**src/rtl/stream_demux3.sv**
```systemverilog
// One-to-three stream demultiplexer. Each channel has a 2-entry FIFO and in_sel=11
// discards the word. drop_count counts discarded words and saturates.
module stream_demux3 #(
    parameter int unsigned WIDTH = 24,
    parameter int unsigned DEPTH = 2
) (
    input  logic             clk,
    input  logic             rst,
    input  logic [WIDTH-1:0] in_data,
    input  logic [1:0]       in_sel,
    input  logic             in_valid,
    output logic             in_ready,
    output logic [WIDTH-1:0] out_data0,
    output logic [WIDTH-1:0] out_data1,
    output logic [WIDTH-1:0] out_data2,
    output logic             out_valid0,
    output logic             out_valid1,
    output logic             out_valid2,
    input  logic             out_ready0,
    input  logic             out_ready1,
    input  logic             out_ready2,
    output logic [7:0]       drop_count
);

    localparam int unsigned NCH    = 3;
    localparam int unsigned CNT_W  = 2;
    localparam int unsigned DROP_W = 8;

    logic [NCH-1:0]    out_ready_v;
    logic [NCH-1:0]    full_v;
    logic [NCH-1:0]    nonempty_v;
    logic [NCH-1:0]    push_v;
    logic [WIDTH-1:0]  head [NCH];
    logic              accept;
    logic              drop_acc;
    logic [DROP_W-1:0] drop_q;
    logic [DROP_W-1:0] drop_d;

    assign out_ready_v = {out_ready2, out_ready1, out_ready0};

    // Readiness depends only on the occupancy of the selected queue, never on pops.
    always_comb begin
        in_ready = 1'b1;
        case (in_sel)
            2'd0:    in_ready = ~full_v[0];
            2'd1:    in_ready = ~full_v[1];
            2'd2:    in_ready = ~full_v[2];
            default: in_ready = 1'b1;
        endcase
    end

    assign accept   = in_valid & in_ready;
    assign drop_acc = accept & (in_sel == 2'd3);

    for (genvar i = 0; i < NCH; i++) begin : g_ch
        logic [WIDTH-1:0] mem_q [DEPTH];
        logic [WIDTH-1:0] mem_d [DEPTH];
        logic             rd_ptr_q;
        logic             rd_ptr_d;
        logic             wr_ptr_q;
        logic             wr_ptr_d;
        logic [CNT_W-1:0] cnt_q;
        logic [CNT_W-1:0] cnt_d;
        logic             pop;

        assign push_v[i]     = accept & (in_sel == 2'(i));
        assign pop           = (cnt_q != '0) & out_ready_v[i];
        assign full_v[i]     = (cnt_q == CNT_W'(DEPTH));
        assign nonempty_v[i] = (cnt_q != '0);
        assign head[i]       = mem_q[rd_ptr_q];

        always_comb begin
            mem_d    = mem_q;
            rd_ptr_d = rd_ptr_q;
            wr_ptr_d = wr_ptr_q;
            cnt_d    = cnt_q;
            if (push_v[i]) begin
                mem_d[wr_ptr_q] = in_data;
                wr_ptr_d        = ~wr_ptr_q;
            end
            if (pop) begin
                rd_ptr_d = ~rd_ptr_q;
            end
            case ({push_v[i], pop})
                2'b10:   cnt_d = cnt_q + CNT_W'(1);
                2'b01:   cnt_d = cnt_q - CNT_W'(1);
                default: cnt_d = cnt_q;
            endcase
        end

        always_ff @(posedge clk) begin
            if (rst) begin
                for (int unsigned k = 0; k < DEPTH; k++) begin
                    mem_q[k] <= '0;
                end
                rd_ptr_q <= 1'b0;
                wr_ptr_q <= 1'b0;
                cnt_q    <= '0;
            end else begin
                mem_q    <= mem_d;
                rd_ptr_q <= rd_ptr_d;
                wr_ptr_q <= wr_ptr_d;
                cnt_q    <= cnt_d;
            end
        end
    end

    // Saturating discard counter.
    always_comb begin
        drop_d = drop_q;
        if (drop_acc && (drop_q != '1)) begin
            drop_d = drop_q + DROP_W'(1);
        end
    end

    always_ff @(posedge clk) begin
        if (rst) begin
            drop_q <= '0;
        end else begin
            drop_q <= drop_d;
        end
    end

    assign out_data0  = head[0];
    assign out_data1  = head[1];
    assign out_data2  = head[2];
    assign out_valid0 = nonempty_v[0];
    assign out_valid1 = nonempty_v[1];
    assign out_valid2 = nonempty_v[2];
    assign drop_count = drop_q;

endmodule

```
**config.mk**
```make
export PLATFORM = sky130hd
export DESIGN_NAME = stream_demux3
export DESIGN_NICKNAME = d
export VERILOG_FILES = /design/src/rtl/stream_demux3.sv
export SDC_FILE = /design/constraint.sdc
export NUM_CORES = 1
export LEC_CHECK = 0
export CORE_MARGIN = 2
export CORE_UTILIZATION = 57
export CTS_BUF_LIST = sky130_fd_sc_hd__clkbuf_4 sky130_fd_sc_hd__clkbuf_8 sky130_fd_sc_hd__clkbuf_16
export CTS_CLUSTER_DIAMETER = 60
export DETAILED_ROUTE_END_ITERATION = 8
export DONT_BUFFER_PORTS = 1
export GPL_TIMING_DRIVEN = 0
export HOLD_SLACK_MARGIN = 0.02
export PLACE_DENSITY = 0.74
export SKIP_CTS_REPAIR_TIMING = 1
export SLEW_MARGIN = 20
export SYNTH_ARGS = -nofsm -noshare
export SYNTH_HDL_FRONTEND = slang
export SYNTH_SLANG_ARGS = --single-unit
```
**constraint.sdc**
```tcl
create_clock -name clk -period 1.75 [get_ports clk]
set_input_delay 0.4375 -clock clk [delete_from_list [all_inputs] [get_ports clk]]
set_output_delay 0.4375 -clock clk [all_outputs]
set_load 0.1 [all_outputs]
```
==> run summary, run 1 <==
Initial core utilization -> 58.89%
FF/Latch Area -> 3327 um^2
Max clock buf depth -> 2
Worst path required time -> 1.31 ns
Die Y -> 118.9 um
Antenna Nets Post-Route -> 0
RSZ-0062 raised after global routing -> yes
Die Footprint -> 14130 um^2
Synth top cells by count -> 174 x nand2b_1, 164 x dfxtp_1, 146 x mux2i_1
Worst path slowest cell -> o21ai_4
Latest clock arrival within the worst-skew pair -> 0.43 ns
1st-pass router iterations -> 4
Post-synth top area share -> 43.65%
Crit path cell chain -> nand2b_4 -> mux2i_4 -> o21ai_4
Most common cell in the synthesized netlist -> nand2b_1
NumNets Final -> 766
Drt via density -> 5.744
Final Hold Fails -> 0
# port buffers -> 0
Pwr/cell area -> 1088 nW/um^2
IR drop worst, VDD -> 0.6967 mV
Layout cells sized above 1 -> 23.99%
Core area -> 12770 um^2
DR vias -> 5256
Tcrit/Tclk final -> 117.5%
Post-synth EDFFs -> 0
Relative slew slack -> 51.89%
Sequential-to-total area share from yosys stat -> 43.65%
Root Driver -> clkbuf_16
Design Area, Final -> 9006 um^2
TritonCTS Sinks -> 164
DR iter-0 viols -> 307
Netlist cell types -> 40
CTS buffer count -> 17
LEAKAGE -> 4.012 nW
Status -> finished, violations left
Mean Syn Cell Area -> 10.76 um^2
Asr flop ratio synth -> 0%
Crit path DAT -> 1.62 ns
Num ports -> 116
Critical path's largest stage delay -> 0.59 ns
Tot GR Track Use -> 27.14%
Failing checks -> negative setup slack
Worst Setup Slack, final -> -0.3063 ns
Vias in the first global route -> 5461
Area after DPL -> 7792 um^2
Initial antenna violation count -> 0
Drt drc -> 0
Worst Setup Start Kind -> flip-flop
Largest net degree at the start of global routing -> 17
Final Hold Slack -> 0.3174 ns
Number of synthesis warnings -> 0
Synth Instances -> 699
Top cell type by total area after synthesis -> dfxtp_1
DR WL/cell -> 21.42 um
Layout area overhead -> 19.73%
GPL Wtd Cong -> 0.8182
Overflow after GRT -> 0
Fillers -> 927
Hold Crit Class -> primary input to flip-flop
Area of the multi-input gates -> 4354 um^2
Tmin final -> 2.056 ns
CTS H-tree lvls -> 4
CTS tree -> yes
Detailed placement HPWL -> 12970 um
FP Rows -> 41
Worst Tran Pin Value -> 0.7189 ns
Setup violations, final -> 74
Setup CP Type -> flip-flop to output pin
First-pass GRT wire length -> 29610 um
WL final -> 19600 um
Top post-synthesis cells by area -> dfxtp_1 44%, mux2i_1 19%, nand2b_1 14%
Synthesized flop and latch total -> 164
F_max -> 486.3 MHz
Ys flop type -> dfxtp_1
Final clock skew -> 0.007910 ns
Critical Path Fanout Max -> 5
Worst Setup End Kind -> output pin
Chip Width -> 118.9 um
Setup TNS -> -12.86 ns
Max Cap Viol -> 0
Syn_nets -> 735
Clk slew on worst S/H paths -> 0.06 ns
Pins Over Slew Limit -> 0
Mapped Area -> 7522 um^2
[cell type report]
cell class,count,area share [%]
antenna,1,0.02779
buffer,45,3.445
clock buffer,23,5.571
clock inverter,8,0.8197
inverter,2,0.08336
multi-input combinational,485,48.35
sequential,164,36.94
tap,172,2.390
timing repair buffer,15,2.376
[path summary, 6_finish.rpt]
check	end	startpoint	slack, ns	cells past startpoint
hold reg to reg	g_ch[0].mem_q[36]$_SDFFE_PP0P_	g_ch[0].mem_q[36]$_SDFFE_PP0P_	0.48	2
setup reg to reg	g_ch[0].mem_q[29]$_SDFFE_PP0P_	g_ch[0].cnt_q[0]$_SDFFE_PP0P_	0.05	6
hold / removal	g_ch[1].mem_q[24]$_SDFFE_PP0P_	in_data[0]	0.32	2
setup / recovery	in_ready	g_ch[0].cnt_q[0]$_SDFFE_PP0P_	-0.31	3
[kinds of logic after synthesis]
group | synth area share, %
simple gates | 18.61
compound gates | 2.162
buf+inv | 3.060
fa+ha+maj | 0.6654
xor+xnor | 1.048
mux | 30.81
flops | 43.65
[metal layers]
layer / global-route usage (%) / vias up / part of all wire, % / routed length [um]
met5: 0 / - / 0 / 0
met4: 10.04 / 0 / 1.5 / 297
met3: 7.088 / 23 / 5.6 / 1098
met2: 46.91 / 128 / 50 / 9867
met1: 32.36 / 2654 / 43 / 8333
li1: - / 2451 / - / -
[metrics by stage]
stage | power, mW | instances | util (%) | setup WS [ns]
finish | 9.802 | 915 | 70.51 | -0.3063
global route | 10.08 | 914 | 70.49 | -0.3381
CTS | 9.367 | 902 | 65.51 | -0.8504
detailed placement | 5.801 | 871 | 61.00 | -0.3877
global placement | 5.753 | 871 | 61.00 | -0.3717
floorplan | 5.537 | 699 | - | -0.04432
[state kept, by name, indices dropped and copies added, names as in the netlist]
name	count
g_ch.mem_q	144
g_ch.rd_ptr_q	3
drop_count	8
g_ch.cnt_q	6
g_ch.wr_ptr_q	3
[power by group]
part           total, mW  internal (mW)  switching [mW]
clock               3.62           2.15            1.48
combinational       2.19          0.773            1.41
sequential          3.99           3.86           0.132
[worst max-delay path: cells and delay by family (launching register included)]
| kind | cells | cell delay, ns |
|---|---|---|
| mux | 1 | 0.08 |
| simple gates | 1 | 0.14 |
| flops | 1 | 0.37 |
| compound gates | 1 | 0.59 |
[cells in the final DEF (no fill, tap or decap), drive strengths merged, types with 2 or more instances in the layout]
cell	n
inv	3
xnor2	6
nand4	5
buf	33
and4	3
or2	3
nand2	2
ha	4
o21ai	5
a21oi	8
mux2i	146
and3	3
clkbuf	50
o21a	3
mux2	76
nor2	10
or3	3
clkinv	3
nand3	6
nand2b	174
nor2b	7
a31oi	3
nor4	2
xor2	3
a211oi	4
dfxtp	164
clkinvlp	3
(Power assumes the default switching activity.)
==> inputs of run 2 (changes only) <==
==> constraint.sdc (replaced) <==
create_clock -name clk -period 1.75 [get_ports clk]
set_input_delay 0.35 -clock clk [delete_from_list [all_inputs] [get_ports clk]]
set_output_delay 0.35 -clock clk [all_outputs]
set_load 0.1 [all_outputs]
==> run 2 against run 1 <==
Effect of this change:
- the flow still finishes with violations (negative setup slack)
- first-iteration DRC count shrank 24%
- combinational power is essentially flat
- global-route usage is 0.40 points lower
- clock power fell by 8.6%
- setup slack better by 0.10 ns
- final cell count is the same
- core utilization fell by 0.27 points
- non-clock buffer count grew 3
- critical path depth stayed put
- sequential share of layout area up 0.14 points
- critical endpoint unchanged
==> run summary, run 2 (synthesis gave the netlist of run 1 again) <==
Max reg flops -> 144
Layout cells sized above 1 -> 23.96%
Most frequent cells in the layout -> 171 x nand2b_1, 151 x dfxtp_1, 145 x mux2i_1, 72 x mux2_4
Final clock skew -> 0.01511 ns
Design Area, Final -> 8971 um^2
1st-pass router iterations -> 4
# port buffers -> 0
Root Driver -> clkbuf_16
WL final -> 19300 um
Antenna Nets Post-Route -> 0
Tot GR Track Use -> 26.74%
Detailed placement HPWL -> 12900 um
Crit Reg-Reg Startpoint -> drop_count[0]$_SDFFE_PP0P_
Total power -> 9.519 mW
DR iter-0 viols -> 232
CTS buffer count -> 17
Critical path's largest stage delay -> 0.59 ns
FP Rows -> 41
IR drop worst, VDD -> 0.6785 mV
Relative slew slack -> 51.75%
Drt drc -> 0
Worst Setup End Kind -> output pin
Setup violations, final -> 68
Core area -> 12770 um^2
Critical Path Fanout Max -> 4
Die Y -> 118.9 um
Final Hold Fails -> 0
DP Worst Slack -> -0.5286 ns
NumNets Final -> 769
Crit path cell chain -> nand2b_4 -> mux2i_4 -> o21ai_4
DR WL/cell -> 21.10 um
CP endpoint -> in_ready
Top reg by flops -> g_ch.mem_q
Hold Crit Class -> primary input to flip-flop
Layout area overhead -> 19.26%
Final Hold Slack -> 0.2322 ns
Drt via density -> 5.749
RSZ-0062 raised after global routing -> yes
LEAKAGE -> 4.014 nW
Worst Setup Slack, final -> -0.2041 ns
Latest clock arrival within the worst-skew pair -> 0.44 ns
F_max -> 511.7 MHz
Reg2reg path depth -> 4
Clk slew on worst S/H paths -> 0.06 ns
Setup CP Type -> flip-flop to output pin
First-pass GRT wire length -> 29210 um
Tcrit/Tclk final -> 111.7%
Final core occ -> 70.23%
Placed cells -> 871
Worst path required time -> 1.40 ns
Failing checks -> negative setup slack
FF-to-FF End -> drop_count[4]$_SDFFE_PP0P_
Bufs and invs on worst path -> 0
CTS tree -> yes
Initial antenna violation count -> 0
Setup TNS -> -7.300 ns
DR vias -> 5260
Worst path slowest cell -> o21ai_4
Vias in the first global route -> 5413
GPL Wtd Cong -> 0.8022
TritonCTS Sinks -> 164
Overflow after GRT -> 0
Crit path DAT -> 1.60 ns
Max clock buf depth -> 2
Non-Filler Instances -> 915
Delay-heaviest family, CP -> compound AO/OA/AOI/OAI gates
Num ports -> 116
Initial core utilization -> 58.89%
Largest net degree at the start of global routing -> 17
Reg2reg setup slack -> 0.07 ns
Worst Tran Pin Value -> 0.7211 ns
Stages on worst setup path -> 3
Die Footprint -> 14130 um^2
Chip Width -> 118.9 um
Area after DPL -> 7764 um^2
# diodes -> 0
Tmin final -> 1.954 ns
Setup crit start -> g_ch[0].cnt_q[0]$_SDFFE_PP0P_
Pins Over Slew Limit -> 0
Worst Setup Start Kind -> flip-flop
Status -> finished, violations left
CTS H-tree lvls -> 4
Pwr/cell area -> 1061 nW/um^2
Max Cap Viol -> 0
Commonest non-fill, non-tap cell in the layout -> nand2b_1
## run 2: cell count changes in the layout (fill, tap and decap cells not counted), moves of 2 or more
cell        change
buf_4           +4
clkbuf_8        -4
buf_6           -3
clkbuf_4        +3
clkinvlp_4      -3
buf_12          +2
clkinv_2        +2
## run 2: worst min path at each step
stage / depth (start not counted) / endpoint / slack [ns] / start
after CTS: 2 / g_ch[0].mem_q[14]$_SDFFE_PP0P_ / 0.23 / in_data[14]
after global routing: 2 / g_ch[0].mem_q[44]$_SDFFE_PP0P_ / 0.26 / in_data[20]
after global placement: 2 / g_ch[1].mem_q[9]$_SDFFE_PP0P_ / 0.45 / g_ch[1].mem_q[9]$_SDFFE_PP0P_
final: 2 / g_ch[2].mem_q[19]$_SDFFE_PP0P_ / 0.23 / in_data[19]
after detailed placement: 2 / g_ch[1].mem_q[15]$_SDFFE_PP0P_ / 0.46 / g_ch[1].mem_q[15]$_SDFFE_PP0P_
after floorplan: 2 / g_ch[1].mem_q[0]$_SDFFE_PP0P_ / 0.45 / g_ch[1].mem_q[0]$_SDFFE_PP0P_
## run 2: area by class of cell
type	instances	area [um^2]
Buffer	45	307.8
Clock buffer	23	476.7
Clock inverter	6	33.78
Fill cell	915	3802
Inverter	2	7.507
Multi-Input combinational cell	485	4353
Sequential cell	164	3327
Tap cell	172	215.2
Timing Repair Buffer	18	250.2
## run 2: worst register-to-register path, delay by kind of cell, from the launching register on
family,cells,cell delay (ns)
simple gates,1,0.24
mux,1,0.36
fa+ha+maj,1,0.23
flops,1,0.46
compound gates,1,0.27
## run 2: where the power goes
| part | internal, mW | switching, mW |
|---|---|---|
| logic | 0.802 | 1.41 |
| clock network | 1.89 | 1.42 |
| registers | 3.86 | 0.144 |
## run 2: metal layers
metal | track usage (%) | vias up | part of all wire, % | wire length [um]
li1 | - | 2457 | - | -
met1 | 32.14 | 2640 | 43 | 8290
met2 | 45.37 | 134 | 48 | 9333
met3 | 7.328 | 29 | 6.4 | 1231
met4 | 10.49 | 0 | 2.3 | 447
met5 | 0 | - | 0 | 0
==> inputs of run 3 (changes only) <==
--- a/config.mk
+++ b/config.mk
@@ -14,6 +14,7 @@
 export GPL_TIMING_DRIVEN = 0
 export HOLD_SLACK_MARGIN = 0.02
 export PLACE_DENSITY = 0.74
+export REMOVE_ABC_BUFFERS = 1
 export SKIP_CTS_REPAIR_TIMING = 1
 export SLEW_MARGIN = 20
 export SYNTH_ARGS = -nofsm -noshare
==> run 3 against run 2 <==
Effect of this change:
- the run still ends with negative setup slack left
- combinational power is 9% lower
- clock power up 6%
- fmax is 2.5% lower
- die area stayed put
- via count decreased by 4.7%
- clock-buffer cell count increased by 1
- critical path depth stayed put
- wire length decreased by 8.0%
- largest cell class unchanged
==> run summary, run 3 (synthesis gave the netlist of run 1 again) <==
Max clock buf depth -> 2
Layout area overhead -> 17.35%
CTS H-tree lvls -> 4
TritonCTS Sinks -> 164
Failing checks -> negative setup slack
FF/Latch Area -> 3318 um^2
Worst path required time -> 1.40 ns
Bufs and invs on worst path -> 0
GPL Wtd Cong -> 0.7654
Tmin final -> 2.003 ns
Most frequent cells in the layout -> 171 x nand2b_1, 150 x dfxtp_1, 145 x mux2i_1, 72 x mux2_4, 21 x clkbuf_16
Worst Setup Start Kind -> flip-flop
Die Y -> 118.9 um
WL final -> 17750 um
Final Hold Fails -> 0
RSZ-0062 raised after global routing -> yes
Commonest non-fill, non-tap cell in the layout -> nand2b_1
Met2 WL -> 8853 um
Drt via density -> 5.698
Hold Crit Class -> primary input to flip-flop
CTS buffer count -> 17
1st-pass router iterations -> 4
Final clock skew -> 0.007985 ns
Max reg flops -> 144
IR drop worst, VDD -> 0.6765 mV
Crit path DAT -> 1.65 ns
Met1 wire length -> 7542 um
# diodes -> 0
Initial antenna violation count -> 0
Max Cap Viol -> 0
LEAKAGE -> 3.939 nW
Pwr/cell area -> 1079 nW/um^2
Placed cells -> 828
Non-Filler Instances -> 880
Top Metal Used -> met4
Relative slew slack -> 31.35%
Tcrit/Tclk final -> 114.5%
Critical path's largest stage delay -> 0.59 ns
Metal3 WL -> 1148 um
Area of the multi-input gates -> 4360 um^2
First-pass GRT wire length -> 24840 um
Pins Over Slew Limit -> 0
# port buffers -> 0
Chip Width -> 118.9 um
Initial core utilization -> 58.89%
CTS tree -> yes
Fillers -> 909
Critical Path Fanout Max -> 6
Latest clock arrival within the worst-skew pair -> 0.42 ns
Worst Setup End Kind -> output pin
Status -> finished, violations left
Worst Tran Pin Value -> 1.029 ns
Vias in the first global route -> 4780
Final Hold Slack -> 0.09906 ns
FP Rows -> 41
Tot GR Track Use -> 22.29%
Core area -> 12770 um^2
Worst Setup Slack, final -> -0.2534 ns
Setup violations, final -> 97
Detailed placement HPWL -> 9827 um
Top reg by flops -> g_ch.mem_q
F_max -> 499.1 MHz
Overflow after GRT -> 0
DR vias -> 5014
Die Footprint -> 14130 um^2
Drt drc -> 0
NumNets Final -> 734
Setup CP Type -> flip-flop to output pin
Antenna Nets Post-Route -> 0
Layout cells sized above 1 -> 23.16%
DR iter-0 viols -> 407
DR WL/cell -> 20.17 um
Delay-heaviest family, CP -> compound AO/OA/AOI/OAI gates
Crit path cell chain -> nand2b_4 -> mux2i_2 -> o21ai_4
Largest net degree at the start of global routing -> 194
DP Worst Slack -> -0.5387 ns
Num ports -> 116
Root Driver -> clkbuf_16
Clk slew on worst S/H paths -> 0.06 ns
Worst path slowest cell -> o21ai_4
-- run 3: cell types whose count changed in the layout (fill, tap and decap cells not counted), sizes merged --
cell | previous run | this run
buf | 37 | 22
bufinv | 0 | 1
clkbuf | 49 | 28
clkinv | 6 | 3
clkinvlp | 0 | 1
dlygate4sd3 | 0 | 2
-- run 3: area by class of cell --
cell class	instances	area share, %
Clock buffer	24	5.627
Clock inverter	5	0.5953
Inverter	2	0.08505
Multi-Input combinational cell	485	49.40
Sequential cell	164	37.59
Tap cell	172	2.438
Timing Repair Buffer	28	4.266
-- run 3: final timing paths --
check | from | endpoint | slack (ns) | depth (start not counted)
max reg2reg | g_ch[0].cnt_q[0]$_SDFFE_PP0P_ | g_ch[0].mem_q[5]$_SDFFE_PP0P_ | -0.11 | 3
min reg2reg | g_ch[1].mem_q[12]$_SDFFE_PP0P_ | g_ch[1].mem_q[12]$_SDFFE_PP0P_ | 0.48 | 2
max | g_ch[2].cnt_q[0]$_SDFFE_PP0P_ | in_ready | -0.25 | 3
min | rst | g_ch[0].cnt_q[1]$_SDFFE_PP0P_ | 0.1 | 1
-- run 3: power by group --
| part | internal (mW) | switching, mW | leakage (nW) |
|---|---|---|---|
| sequential | 3.87 | 0.141 | 1.34 |
| clock | 2.10 | 1.40 | 0.275 |
| combinational | 0.692 | 1.33 | 2.33 |
| total | 6.66 | 2.87 | 3.94 |
-- run 3: per-stage QoR --
step                power (mW)  setup TNS (ns)  utilization, %  cell area (um^2)
floorplan                5.452          -22.44               -              7300
global placement         5.620         -124.03           58.83              7515
detailed placement       5.663          -28.89           59.40              7587
CTS                      9.141          -61.72           63.70              8137
global route             9.812          -10.61           69.11              8827
finish                   9.529          -6.721           69.11              8827
-- run 3: per-layer routing --
metal	global-route usage (%)	vias up
li1	-	2388
met1	27.39	2485
met2	37.64	127
met3	6.418	14
met4	7.143	0
met5	0	-
